--- config.mk ---
export PLATFORM = sky130hd
export DESIGN_NAME = serial_add_ctrl
export DESIGN_NICKNAME = d
export VERILOG_FILES = /design/src/rtl/serial_add_pkg.sv /design/src/rtl/full_adder.sv /design/src/rtl/serial_add_ctrl.sv
export SDC_FILE = /design/constraint.sdc
export NUM_CORES = 1
export LEC_CHECK = 0
export BUFFER_PORTS_ARGS = -buffer_cell sky130_fd_sc_hd__buf_2
export CORE_AREA = 2 2 84 86
export DETAILED_ROUTE_END_ITERATION = 10
export DIE_AREA = 0 0 86 88
export PLACE_DENSITY_LB_ADDON = 0.1
export SETUP_SLACK_MARGIN = 0.2
export SYNTH_ARGS = -nofsm -noshare
export SYNTH_HDL_FRONTEND = slang
export SYNTH_SLANG_ARGS = --single-unit
--- constraint.sdc ---
create_clock -name clk -period 2.9 [get_ports clk]
set_clock_uncertainty 0.2 [all_clocks]
set_input_delay 0.145 -clock clk [delete_from_list [all_inputs] [get_ports clk]]
set_output_delay 0.145 -clock clk [all_outputs]
set_load 0.01 [all_outputs]
--- src/rtl/serial_add_pkg.sv ---
// Shared types and limits for the bit-serial adder controller.
package serial_add_pkg;

    typedef enum logic [1:0] {
        IDLE = 2'b00,
        RUN  = 2'b01,
        DONE = 2'b10
    } sac_state_t;

    localparam int SAC_MAX_WIDTH = 32;

endpackage

--- src/rtl/full_adder.sv ---
// Single-bit full adder cell, purely combinational.
module full_adder (
    input  logic a,
    input  logic b,
    input  logic cin,
    output logic sum,
    output logic cout
);

    assign sum  = a ^ b ^ cin;
    assign cout = (a & b) | (cin & (a ^ b));

endmodule

--- src/rtl/serial_add_ctrl.sv ---
// Bit-serial adder: one full_adder cell walks WIDTH-bit operands LSB first,
// one bit per clock, then publishes the sum and carry-out with a done pulse.
module serial_add_ctrl
    import serial_add_pkg::*;
#(
    parameter int WIDTH = 8
) (
    input  logic             clk,
    input  logic             rst_n,
    input  logic             start,
    input  logic [WIDTH-1:0] a,
    input  logic [WIDTH-1:0] b,
    input  logic             cin,
    output logic             busy,
    output logic             done,
    output logic [WIDTH-1:0] sum,
    output logic             cout
);

    localparam int CW = $clog2(WIDTH);
    localparam logic [CW-1:0] LAST_BIT = CW'(WIDTH - 1);

    generate
        if (WIDTH < 2 || WIDTH > SAC_MAX_WIDTH) begin : g_bad_width
            $error("serial_add_ctrl: WIDTH out of range");
        end
    endgenerate

    sac_state_t state;
    sac_state_t next_state;

    logic [WIDTH-1:0] sa;
    logic [WIDTH-1:0] sb;
    logic [WIDTH-1:0] sr;
    logic             c;
    logic [CW-1:0]    cnt;
    logic             fa_sum;
    logic             fa_cout;
    logic             load;
    logic             last;

    full_adder u_fa (
        .a   (sa[0]),
        .b   (sb[0]),
        .cin (c),
        .sum (fa_sum),
        .cout(fa_cout)
    );

    // A new request is taken from IDLE and also from DONE for back-to-back runs.
    assign load = start && ((state == IDLE) || (state == DONE));
    assign last = (state == RUN) && (cnt == LAST_BIT);

    always_ff @(posedge clk) begin
        if (!rst_n) begin
            state <= IDLE;
        end else begin
            state <= next_state;
        end
    end

    always_comb begin
        next_state = state;
        case (state)
            IDLE:    if (start) next_state = RUN;
            RUN:     if (last)  next_state = DONE;
            DONE:    next_state = start ? RUN : IDLE;
            default: next_state = IDLE;
        endcase
    end

    always_ff @(posedge clk) begin
        if (!rst_n) begin
            sa   <= '0;
            sb   <= '0;
            sr   <= '0;
            c    <= 1'b0;
            cnt  <= '0;
            sum  <= '0;
            cout <= 1'b0;
        end else if (load) begin
            sa  <= a;
            sb  <= b;
            c   <= cin;
            cnt <= '0;
        end else if (state == RUN) begin
            sa  <= sa >> 1;
            sb  <= sb >> 1;
            sr  <= {fa_sum, sr[WIDTH-1:1]};
            c   <= fa_cout;
            cnt <= cnt + 1'b1;
            // Outputs update only on the final bit so they hold through the next run.
            if (last) begin
                sum  <= {fa_sum, sr[WIDTH-1:1]};
                cout <= fa_cout;
            end
        end
    end

    always_ff @(posedge clk) begin
        if (!rst_n) begin
            busy <= 1'b0;
            done <= 1'b0;
        end else begin
            busy <= (next_state == RUN);
            done <= (next_state == DONE);
        end
    end

endmodule

Word-level counts from Yosys, hierarchy flattened
Cells that the tools add are included.
{ "word_totals": {"ff_bits": 41, "latchBits": 0, "ramBits": 0, "romBits": 0, "inputBits": 20, "out_inout_bits": 11, "word_cells": 41, "memories": 0} }
{ "classes": {"add_sub_neg": 1, "n_mul": 0, "div_mod_pow": 0, "n_lt_le_gt_ge": 0, "n_eq_ne": 5, "shifts": 0, "n_mux": 10, "n_bitwise": 7, "reduce_logical": 8} }
{ "ops": {"columns": ["operator", "count"], "rows": [
  ["8-bit 2-to-1 mux", 4],
  ["2-bit one-hot mux with 3 select lines", 1],
  ["2-bit by 1-bit equality test with 1-bit output, second input constant", 2],
  ["2-bit equality test, second input constant", 2],
  ["2-bit 2-to-1 mux", 2],
  ["3-bit by 1-bit adder with 3-bit output, second input constant", 1],
  ["3-bit equality test, second input constant", 1],
  ["1-bit 2-to-1 mux", 3],
  ["3-bit AND reduction", 1],
  ["1-bit bitwise AND", 2],
  ["1-bit logical AND", 2],
  ["2-bit logical NOT", 1],
  ["1-bit inverter", 2],
  ["2-bit AND reduction", 1],
  ["2-bit nonzero test", 1],
  ["2-bit OR reduction", 1],
  ["1-bit XOR", 2],
  ["1-bit logical OR", 1],
  ["1-bit OR", 1]
]} }

Logic depth before layout (Yosys ltp)
{ "depth": {"depth_word": 5, "mapped_depth": 5, "ltp_nobuf": 5} }

Cells and area by module
A second synthesis with hierarchy kept.
{ "unflattened": {"hier_cells": 186, "hier_area_um2": 1616.6} }
{ "by_module_without_submodules": {"columns": ["module", "instances", "cells_per_inst", "area_each_um2", "seq_area_each_um2"], "rows": [
  ["serial_add_ctrl", 1, 185, 1596.5, 800.8],
  ["full_adder", 1, 1, 20.0, 0.0]
]} }

Least setup slack after synthesis
No wires, ideal clock.
{ "synth_path": {"path_type": "reg2reg", "startpoint": "reg cnt[0]", "endpoint": "reg sum[4]", "setup_time_ns": 0.076, "arrival_time_ns": 1.129, "required_time_ns": 2.624, "path_slack_ns": 1.495, "path_stages_with_launch": 6, "n_path_buf": 1, "synth_period_minus_slack_ns": 1.405, "path_cell_list": "dfxtp_1 > ha_1 > ha_1 > buf_1 > nand3_1 > a21boi_0"} }
{ "synth_via": {"elab_chain_len": 3} }
{ "synth_rtl": {"columns": ["item", "line_no", "text"], "rows": [
  ["start: declaration", "serial_add_ctrl.sv:36", "logic [CW-1:0] cnt;"],
  ["start signal: assignment", "serial_add_ctrl.sv:91", "cnt <= cnt + 1'b1;"],
  ["3-bit equality test", "serial_add_ctrl.sv:52", "assign last = (state == RUN) && (cnt == LAST_BIT);"],
  ["1-bit logical AND", "serial_add_ctrl.sv:52", null],
  ["3-bit AND reduction (no line)", null, null],
  ["end signal: assignment", "serial_add_ctrl.sv:94", "sum <= {fa_sum, sr[WIDTH-1:1]};"],
  ["end: declaration", "serial_add_ctrl.sv:16", "output logic [WIDTH-1:0] sum,"]
]} }
No other way between the ends.
A chain may end at the register's enable or synchronous reset.

Final worst setup path
Same ends and word-level chain as after synthesis.

==> results by group <==
Worst setup path
  • Worst reg2reg setup slack: 1.11 ns
  • CP Launch Type: flop
  • Arrival time at the worst endpoint: between 1.5 and 2 ns
  • Reg-to-reg startpoint: cnt[0]$_SDFFE_PP0N_
  • R2R cell count: 5
  • Reg-to-reg critical path endpoint: sum[4]$_SDFFE_PN0P_
  • Critical Path RT: ~2.9 ns
  • CP Capture Type: flop
  • CP Max Fanout: 13
  • CP Class: reg -> reg

Finish
  • ANT cells: 0
  • Commonest non-fill, non-tap cell in the layout: nand2_1
  • Synth-to-layout area growth: 27.3%
  • Most frequent cells in the layout: nand2_1 (53), dfxtp_1 (40), buf_2 (30)
  • Final #Nets: ~250
  • Layout cells sized above 1: 0.170

GRT
  • Initial antenna violation count: 0
  • First-pass GRT wire length: 6.28 mm
  • GRT overflow: 0
  • Total track usage: 0.107
  • Vias in the first global route: 1348
  • Largest net degree at the start of global routing: 38

Routing
  • WL/cell: 12.2 um
  • Antenna Nets Post-Route: 0
  • Initial drt markers: 44
  • DRT Pass-1 Iters: 4
  • Vias per inst: 4.47
  • Vias: about 1400
  • Routed wire length: 3.78 mm
  • Residual DRC count: 0

Floorplan
  • Die Area: 0.00757 sq mm
  • Core Footprint: 0.00664 sq mm
  • Chip Height: 88 um
  • Die width: 86 um
  • Number of top-level pins: 31
  • Initial Utilization: 0.242
  • FP Rows: 30

CTS
  • CTS tree: built
  • Reg clk slew, reported paths: roughly 0.080 ns
  • Clk buf depth: 2
  • Root buffer cell: clkbuf_8
  • H-tree levels: 2
  • Total CTS buffers: 5
  • CTS Sinks: 40
  • Post-cts gate resize count: 0
  • Latest clock arrival within the worst-skew pair: 0.29 ns

STA
  • Final setup viols: 0
  • RSZ-0062 raised after global routing: no
  • Achievable Freq: 558 MHz
  • Slew HR: 0.563
  • Hold Vio Cnt, Final: 0
  • Fin crit period: between 1.5 and 2 ns
  • Pins Over Slew Limit: 0
  • Crit share post-route: 0.618
  • Slew @ Worst Pin: 0.654 ns
  • Setup_tns: 0 ns

Power and ir drop
  • Logic pwr share: 0.113
  • P_int: 0.826 mW
  • Switching portion of total power: 0.246
  • Leakage power: 0.788 nW
  • Pwr dens: about 540 mW/mm^2
  • Max VDD drop: just over 0.0002 V
  • Clock power frac: 0.349
  • Switching power: 0.270 mW
  • Flop pwr share: 0.538
  • Tot Pwr: 1.10 mW

Synthesis
  • Avg Inst Size Synth: between 8 and 9 sq um
  • Synth warn: 0
  • FF+latch count, synth: 40
  • Post-Syn Nets: 211
  • Sequential area share after synthesis: 0.498
  • Distinct cells, synth: 27
  • Syn Std Cell Area: 0.00161 sq mm
  • Syn Inst Count: 188

Placed design
  • IO buf count: 30
  • DP Wirelength: about 2.4 mm
  • Gpl congestion: ~0.63

Min path
  • End of the worst hold path: sr[2]$_SDFFE_PN0P_
  • Hold WC Path Type: in -> reg
  • Hold Path Cell Cnt: 2
  • Hold Crit Start: rst_n

Run
  • Max-Cap Viols: 0

Outcome
  • Outcome: completed
state kept, by name, summed over array words and instances, names as in the netlist:
signal	count
sb	8
sum	8
c	1
state	2
cnt	3
busy	1
cout	1
done	1
sa	8
sr	7
per-layer routing:
layer,wire length [um],GRT usage,vias up
met4,48,0.0433,0
met1,1910,0.130,635
li1,-,-,717
met5,0,0,-
met2,1660,0.178,29
met3,159,0.0330,5
critical path: stages (launching register included):
cell      delay (ns)
dfxtp_1         0.36
ha_1            0.16
ha_1            0.40
nand3b_1        0.34
nand2_1         0.15
a21boi_0        0.08
power groups by stage:
stage,Sequential [mW],Clock [mW],Combinational [mW]
floorplan,0.599,0,0.0836
global placement,0.602,0,0.111
detailed placement,0.602,0,0.109
CTS,0.589,0.399,0.127
global route,0.593,0.423,0.142
finish,0.589,0.383,0.124
cell families (layout without fill, tap and decap cells):
family / Yosys count / count (layout) / synth area share
buffers and inverters: 16 / 58 / 0.0592
DFF: 40 / 40 / 0.498
and+or+nand+nor: 80 / 80 / 0.213
adders and majority gates: 3 / 3 / 0.0280
AOI/OAI and AO/OA: 48 / 48 / 0.195
xor gates and xnor gates: 1 / 1 / 0.00545
stage by stage:
stage	utilization	cell area, sq um	hold slack [ns]	cells	worst slack (ns)
floorplan	-	1610	0.0781	188	1.50
global placement	0.269	1780	0.197	285	1.15
detailed placement	0.269	1780	0.197	285	1.07
CTS	0.308	2040	0.202	310	1.06
global route	0.308	2040	0.232	310	0.914
finish	0.308	2040	0.188	310	1.11
synth_stat cells, drive strengths merged:
| cell | n | area (sq um) |
|---|---|---|
| nand2 | 53 | 199 |
| dfxtp | 40 | 801 |
| a21boi | 18 | 135 |
| buf | 11 | 75.1 |
| nand3 | 11 | 55.1 |
| o21ai | 11 | 55.1 |
| a31oi | 10 | 62.6 |
| clkbuf | 5 | 20.0 |
| a21oi | 4 | 20.0 |
| nor2 | 4 | 15.0 |
| nor3 | 3 | 15.0 |
| o221ai | 3 | 26.3 |
| a22oi | 2 | 15.0 |
| and2 | 2 | 12.5 |
| and3 | 2 | 12.5 |
| ha | 2 | 25.0 |
| nand2b | 2 | 12.5 |
| and2b | 1 | 7.51 |
| fa | 1 | 20.0 |
| nand3b | 1 | 7.51 |
| nor2b | 1 | 6.26 |
| xnor2 | 1 | 8.76 |
worst max-delay path by stage:
stage / from / to / slack [ns] / cells after the start
after floorplan: cnt[0]$_SDFFE_PP0N_ / sum[4]$_SDFFE_PN0P_ / 1.50 / 5
after global placement: cnt[0]$_SDFFE_PP0N_ / sum[5]$_SDFFE_PN0P_ / 1.15 / 5
after detailed placement: cnt[0]$_SDFFE_PP0N_ / sum[6]$_SDFFE_PN0P_ / 1.07 / 5
after CTS: cnt[0]$_SDFFE_PP0N_ / sum[7]$_SDFFE_PN0P_ / 1.06 / 5
after global routing: cnt[0]$_SDFFE_PP0N_ / sum[1]$_SDFFE_PN0P_ / 0.91 / 5
final: cnt[0]$_SDFFE_PP0N_ / sum[4]$_SDFFE_PN0P_ / 1.11 / 5
what timing repair did:
item | CTS | global route
hold buffers | 17 | 0
endpoints found under the hold margin | 17 | 0
setup buffers | 0 | 0
endpoints found under the setup margin | 0 | 0
cell type report:
| type | count | area [sq um] |
|---|---|---|
| Fill cell | 726 | 4600 |
| Sequential cell | 40 | 801 |
| Multi-Input combinational cell | 132 | 711 |
| Timing Repair Buffer | 50 | 343 |
| Tap cell | 80 | 100 |
| Clock buffer | 8 | 90.1 |
(Power assumes the default switching activity.)
